--- config.mk ---
export PLATFORM = sky130hd
export DESIGN_NAME = piezo_tone_gen
export DESIGN_NICKNAME = d
export VERILOG_FILES = /design/src/rtl/lock_pkg.sv /design/src/rtl/tone_div.sv /design/src/rtl/piezo_tone_gen.sv
export SDC_FILE = /design/constraint.sdc
export NUM_CORES = 1
export LEC_CHECK = 0
export CORE_UTILIZATION = 45
export CTS_CLUSTER_SIZE = 12
export DETAILED_ROUTE_END_ITERATION = 6
export DONT_BUFFER_PORTS = 1
export PLACE_DENSITY = 0.58
export SLEW_MARGIN = 40
export SYNTH_ARGS = -nofsm -noshare
export SYNTH_HDL_FRONTEND = slang
export SYNTH_HIERARCHICAL = 1
export SYNTH_SLANG_ARGS = --single-unit
--- constraint.sdc ---
create_clock -name clk -period 4.3 [get_ports clk]
set_input_delay 0.645 -clock clk [delete_from_list [all_inputs] [get_ports clk]]
set_output_delay 0.645 -clock clk [all_outputs]
set_load 0.02 [all_outputs]
--- src/rtl/lock_pkg.sv ---
// Shared types for the lock controller output stage: sequencer states and
// beep pattern encoding.
package lock_pkg;

    typedef enum logic [1:0] {
        IDLE = 2'd0,
        TONE = 2'd1,
        GAP  = 2'd2
    } state_t;

    typedef enum logic {
        SEL_HI = 1'b0,
        SEL_LO = 1'b1
    } tone_sel_t;

    localparam int unsigned BEEP_W = 2;

    localparam logic [BEEP_W-1:0] BEEPS_KEY = BEEP_W'(1);
    localparam logic [BEEP_W-1:0] BEEPS_OK  = BEEP_W'(2);
    localparam logic [BEEP_W-1:0] BEEPS_ERR = BEEP_W'(3);

    typedef struct packed {
        tone_sel_t         tone;
        logic              long_len;
        logic [BEEP_W-1:0] beeps;
    } pattern_t;

    // Priority err > ok > key; a key-only request falls through to the default.
    function automatic pattern_t pick_pattern(input logic ok, input logic err);
        pattern_t p;
        p = '{tone: SEL_HI, long_len: 1'b0, beeps: BEEPS_KEY};
        if (err) begin
            p = '{tone: SEL_LO, long_len: 1'b1, beeps: BEEPS_ERR};
        end else if (ok) begin
            p = '{tone: SEL_HI, long_len: 1'b0, beeps: BEEPS_OK};
        end
        return p;
    endfunction

endpackage

--- src/rtl/tone_div.sv ---
// Square-wave divider: toggles o_wave every i_half enabled cycles; held at 0
// with phase cleared whenever i_en is low.
module tone_div #(
    parameter int unsigned CNT_W = 16
) (
    input  logic             clk,
    input  logic             rst,
    input  logic [CNT_W-1:0] i_half,
    input  logic             i_en,
    output logic             o_wave
);

    logic [CNT_W-1:0] r_phase;
    logic             r_wave;

    always_ff @(posedge clk or negedge rst) begin
        if (!rst) begin
            r_phase <= '0;
            r_wave  <= 1'b0;
        end else if (!i_en) begin
            r_phase <= '0;
            r_wave  <= 1'b0;
        end else if (r_phase == i_half - 1'b1) begin
            r_phase <= '0;
            r_wave  <= ~r_wave;
        end else begin
            r_phase <= r_phase + 1'b1;
        end
    end

    assign o_wave = r_wave;

endmodule

--- src/rtl/piezo_tone_gen.sv ---
// Beep sequencer for the lock controller: turns key/ok/err pulses into tone
// patterns on Piezo, with busy and a completion pulse.
module piezo_tone_gen
    import lock_pkg::*;
#(
    parameter int unsigned HALF_HI   = 4,
    parameter int unsigned HALF_LO   = 8,
    parameter int unsigned SHORT_LEN = 64,
    parameter int unsigned LONG_LEN  = 128,
    parameter int unsigned GAP_LEN   = 32,
    parameter int unsigned CNT_W     = 16
) (
    input  logic clk,
    input  logic rst,
    input  logic beep_key,
    input  logic beep_ok,
    input  logic beep_err,
    output logic Piezo,
    output logic busy,
    output logic done
);

    localparam logic [CNT_W-1:0] SHORT_LAST = CNT_W'(SHORT_LEN - 1);
    localparam logic [CNT_W-1:0] LONG_LAST  = CNT_W'(LONG_LEN - 1);
    localparam logic [CNT_W-1:0] GAP_LAST   = CNT_W'(GAP_LEN - 1);
    localparam logic [CNT_W-1:0] HALF_HI_W  = CNT_W'(HALF_HI);
    localparam logic [CNT_W-1:0] HALF_LO_W  = CNT_W'(HALF_LO);

    state_t            r_state;
    logic [CNT_W-1:0]  r_dur;
    logic [BEEP_W-1:0] r_beeps;
    tone_sel_t         r_tone;
    logic              r_long;
    logic              r_busy;
    logic              r_done;

    state_t            w_state_nxt;
    logic [CNT_W-1:0]  w_dur_nxt;
    logic [BEEP_W-1:0] w_beeps_nxt;
    tone_sel_t         w_tone_nxt;
    logic              w_long_nxt;
    logic              w_done_nxt;
    logic [CNT_W-1:0]  w_len_last;
    logic [CNT_W-1:0]  w_half;
    logic              w_tone_en;
    pattern_t          w_pat;

    always_ff @(posedge clk or negedge rst) begin
        if (!rst) begin
            r_state <= IDLE;
            r_dur   <= '0;
            r_beeps <= '0;
            r_tone  <= SEL_HI;
            r_long  <= 1'b0;
            r_busy  <= 1'b0;
            r_done  <= 1'b0;
        end else begin
            r_state <= w_state_nxt;
            r_dur   <= w_dur_nxt;
            r_beeps <= w_beeps_nxt;
            r_tone  <= w_tone_nxt;
            r_long  <= w_long_nxt;
            r_busy  <= (w_state_nxt != IDLE);
            r_done  <= w_done_nxt;
        end
    end

    always_comb begin
        w_state_nxt = r_state;
        w_dur_nxt   = r_dur;
        w_beeps_nxt = r_beeps;
        w_tone_nxt  = r_tone;
        w_long_nxt  = r_long;
        w_done_nxt  = 1'b0;
        w_pat       = pick_pattern(beep_ok, beep_err);
        w_len_last  = r_long ? LONG_LAST : SHORT_LAST;

        case (r_state)
            IDLE: begin
                if (beep_key || beep_ok || beep_err) begin
                    w_state_nxt = TONE;
                    w_dur_nxt   = '0;
                    w_tone_nxt  = w_pat.tone;
                    w_long_nxt  = w_pat.long_len;
                    w_beeps_nxt = w_pat.beeps;
                end
            end
            TONE: begin
                if (r_dur == w_len_last) begin
                    w_dur_nxt   = '0;
                    w_beeps_nxt = r_beeps - 1'b1;
                    if (r_beeps == BEEP_W'(1)) begin
                        w_state_nxt = IDLE;
                        w_done_nxt  = 1'b1;
                    end else begin
                        w_state_nxt = GAP;
                    end
                end else begin
                    w_dur_nxt = r_dur + 1'b1;
                end
            end
            GAP: begin
                if (r_dur == GAP_LAST) begin
                    w_dur_nxt   = '0;
                    w_state_nxt = TONE;
                end else begin
                    w_dur_nxt = r_dur + 1'b1;
                end
            end
            default: begin
                w_state_nxt = IDLE;
                w_dur_nxt   = '0;
            end
        endcase
    end

    // Dropping enable on the last tone cycle forces Piezo low on the exit edge.
    assign w_tone_en = (r_state == TONE) && (r_dur != w_len_last);
    assign w_half    = (r_tone == SEL_LO) ? HALF_LO_W : HALF_HI_W;

    tone_div #(
        .CNT_W (CNT_W)
    ) u_tone_div (
        .clk    (clk),
        .rst    (rst),
        .i_half (w_half),
        .i_en   (w_tone_en),
        .o_wave (Piezo)
    );

    assign busy = r_busy;
    assign done = r_done;

endmodule

==> impl_metrics.toml <==
[detailed_routing]
finalWirelength_mm = 5.89
dr_total_vias = 2305
wl_per_cell_um = 13.2
drc = 0
dr.pass1.iters = 4
viasPerCell = 5.17
antenna_left = 0
drtIter0Drc = 96

[power]
power.density_mw_per_mm2 = 259
p_switching_uw = 217
internal_power_uw = 614
power_frac_clock = 0.382
vdd_ir_drop_max_mv = 0.201
p_seq_frac = 0.505
p_leak_nw = 1.38
combPwrFrac = 0.112
sw_frac_of_total = 0.261

[sta]
slew_headroom = 0.585
finalCritPeriodShare = 0.714
tightest_slew_ns = 0.616
skew_ns = 0.0142
max_freq_mhz = 325
hold_viol_final = 0
setup_violations = 0
slew_viol_final = 0
setup_tns_ns = 0
grt_setup_unrepaired = "no"
finalCriticalPeriod_ns = 3.07

[synthesis]
ys_ff_latch = 40
yosys.area.top_type = "dfrtp_1"
synthFlopType = "dfrtp_1"
synth_edf_count = 0
synth_top_area_frac = 0.348
yosys_warnings = 6
syn_area_mm2 = 0.00288
postSynth.asyncResetShare = 1.00
netlist-cell-type-count = 61
synth_cells = 328
avgSynthCellArea_um2 = 8.78
ys_top_cells_by_area = "dfrtp_1 (35%), xnor2_1 (7.6%), xor2_1 (5.8%)"
synth_seq_area_share = 0.348

[clock_network]
clk_latency_ns = 0.30
cts_buffer_depth = 2
ctsResizeCount = 0
cts_tree = "yes"
cts-root-buf = "clkbuf_8"
cts_buffers = 5
clock_sinks = 40
cts_max_level = 2
hold_buffers = 0
path_clk_slew_ns = 0.09
cts_setup_buffers = 0

[cells_and_area]
antenna_cells = 0
layout_common_cells = "conb_1 (51), dfrtp_1 (40), nand2_1 (28)"
fin_nets = 383
drive_gt1_frac = 0.0620
design_area_mm2 = 0.00320
fill_cells = 590
area_delta_synth_final_pct = 11.3
layout_commonest_cell = "conb_1"

[floorplanning]
die_w_um = 82.0
dieArea_mm2 = 0.00672
core_mm2 = 0.00606
num_rows = 28
fp.dieH_um = 82.0
ios = 8
initial_core_util = 0.475

[worst_setup_path]
arrival_ns = 3.22
worst_setup_path_start_kind = "flip-flop"
critPathMaxFanout = 10
r2r_cells = 8
required_ns = 4.45
worstSetupPathType = "reg -> reg"
ff2ff_setup_slack_ns = 1.23
r2r_end = "u_tone_div/r_phase[3]$_DFF_PN0_"
end_kind = "flip-flop"
rr_startpoint = "r_tone$_DFFE_PN0P_"

[placement]
gp_congestion = 0.733
hpwl_mm = 4.37
dpl_cell_area_mm2 = 0.00308
place.port_buffers = 0

[global_routing]
grt_first_pass_wirelength_mm = 9.91
gr-total-overflow = 0
grt_pass1_vias = 2156
grt.total_usage = 0.196
grt_max_degree = 41
antenna_found_initial = 0

[run]
maxCapViolations = 0

[run_status]
outcome = "finished, final reports clean"

[hold_path]
min_path_type = "in -> async"
## worst max path at each step
| stage | start | endpoint | slack (ns) | cells after the start |
|---|---|---|---|---|
| finish | r_tone$_DFFE_PN0P_ | u_tone_div/r_phase[3]$_DFF_PN0_ | 1.23 | 8 |
| global route | r_tone$_DFFE_PN0P_ | u_tone_div/r_phase[3]$_DFF_PN0_ | 1.07 | 8 |
| CTS | r_tone$_DFFE_PN0P_ | u_tone_div/r_phase[1]$_DFF_PN0_ | 1.08 | 7 |
| detailed placement | r_tone$_DFFE_PN0P_ | u_tone_div/r_phase[12]$_DFF_PN0_ | 1.09 | 7 |
| global placement | r_tone$_DFFE_PN0P_ | u_tone_div/r_phase[1]$_DFF_PN0_ | 1.14 | 7 |
| floorplan | r_tone$_DFFE_PN0P_ | u_tone_div/r_phase[10]$_DFF_PN0_ | 1.51 | 9 |
## cell families (layout without fill, tap and decap cells)
| group | count (synthesis) | after routing | share of synthesized area |
|---|---|---|---|
| and+or+nand+nor | 156 | 156 | 0.319 |
| AOI/OAI and AO/OA | 46 | 46 | 0.106 |
| xor gates and xnor gates | 44 | 44 | 0.134 |
| DFF | 40 | 40 | 0.348 |
| buffers and inverters | 30 | 23 | 0.0469 |
| adders and majority gates | 8 | 8 | 0.0348 |
| muxes | 3 | 3 | 0.0104 |
| other | 1 | 51 | 0.00130 |
## power groups by stage
stage	sequential (mW)	combinational [mW]	clock (mW)
floorplan	0.407	0.0999	0
global placement	0.428	0.0902	0
detailed placement	0.428	0.0904	0
CTS	0.421	0.0911	0.330
global route	0.423	0.107	0.346
finish	0.420	0.0933	0.318
## state kept, by name (all words and copies together) (netlist names)
signal              cells
done                    1
busy                    1
r_beeps                 2
u_tone_div/r_phase     16
r_dur                  16
r_tone                  1
u_tone_div/o_wave       1
r_state                 2
## synthesized netlist by cell type (5+ instances only)
master    count
a21oi_1       7
nor3_1       25
or4_1         5
o21ai_0      14
nor3b_1       5
clkbuf_1      9
nor2_1       26
and3_1        5
nand2_1      28
inv_1        13
nor4_1        7
xor2_1       19
dfrtp_1      40
ha_1          8
nand3_1      14
buf_2         5
nand4_1       6
xnor2_1      25
## area by class of cell
class | instances | area [um^2] | area share
multi-input cells | 308 | 1930 | 0.602
flip-flops and latches | 40 | 1000 | 0.312
well taps | 75 | 93.8 | 0.0293
clock buffers | 5 | 68.8 | 0.0215
inverters | 13 | 48.8 | 0.0152
clock inverters | 3 | 46.3 | 0.0144
repair buffers | 2 | 15.0 | 0.00469
## per-layer routing
| layer | up-vias | wire length [um] | track usage |
|---|---|---|---|
| met5 | - | 0 | 0 |
| met4 | 0 | 111 | 0.0737 |
| met3 | 6 | 119 | 0.0367 |
| met2 | 19 | 3040 | 0.354 |
| met1 | 1080 | 2620 | 0.226 |
| li1 | 1200 | - | - |
## critical path, stage by stage (launching register included)
cell      delay (ns)
dfrtp_1         0.52
inv_1           0.21
or4_1           0.62
or4_1           0.51
o21ai_2         0.14
nand3b_1        0.13
nor4_4          0.47
buf_4           0.26
nor3_1          0.07
## stage by stage
stage                     utilization  hold WS, ns  total power, mW  std cells  worst slack [ns]
final                           0.529       0.0328            0.831        446              1.23
after global routing            0.529      0.00817            0.877        446              1.07
after CTS                       0.527       0.0193            0.842        445              1.08
after detailed placement        0.508        0.350            0.519        437              1.09
after global placement          0.508        0.350            0.518        437              1.14
after floorplan                     -        0.349            0.507        378              1.51
No activity file was read; power rests on OpenSTA's default activity.
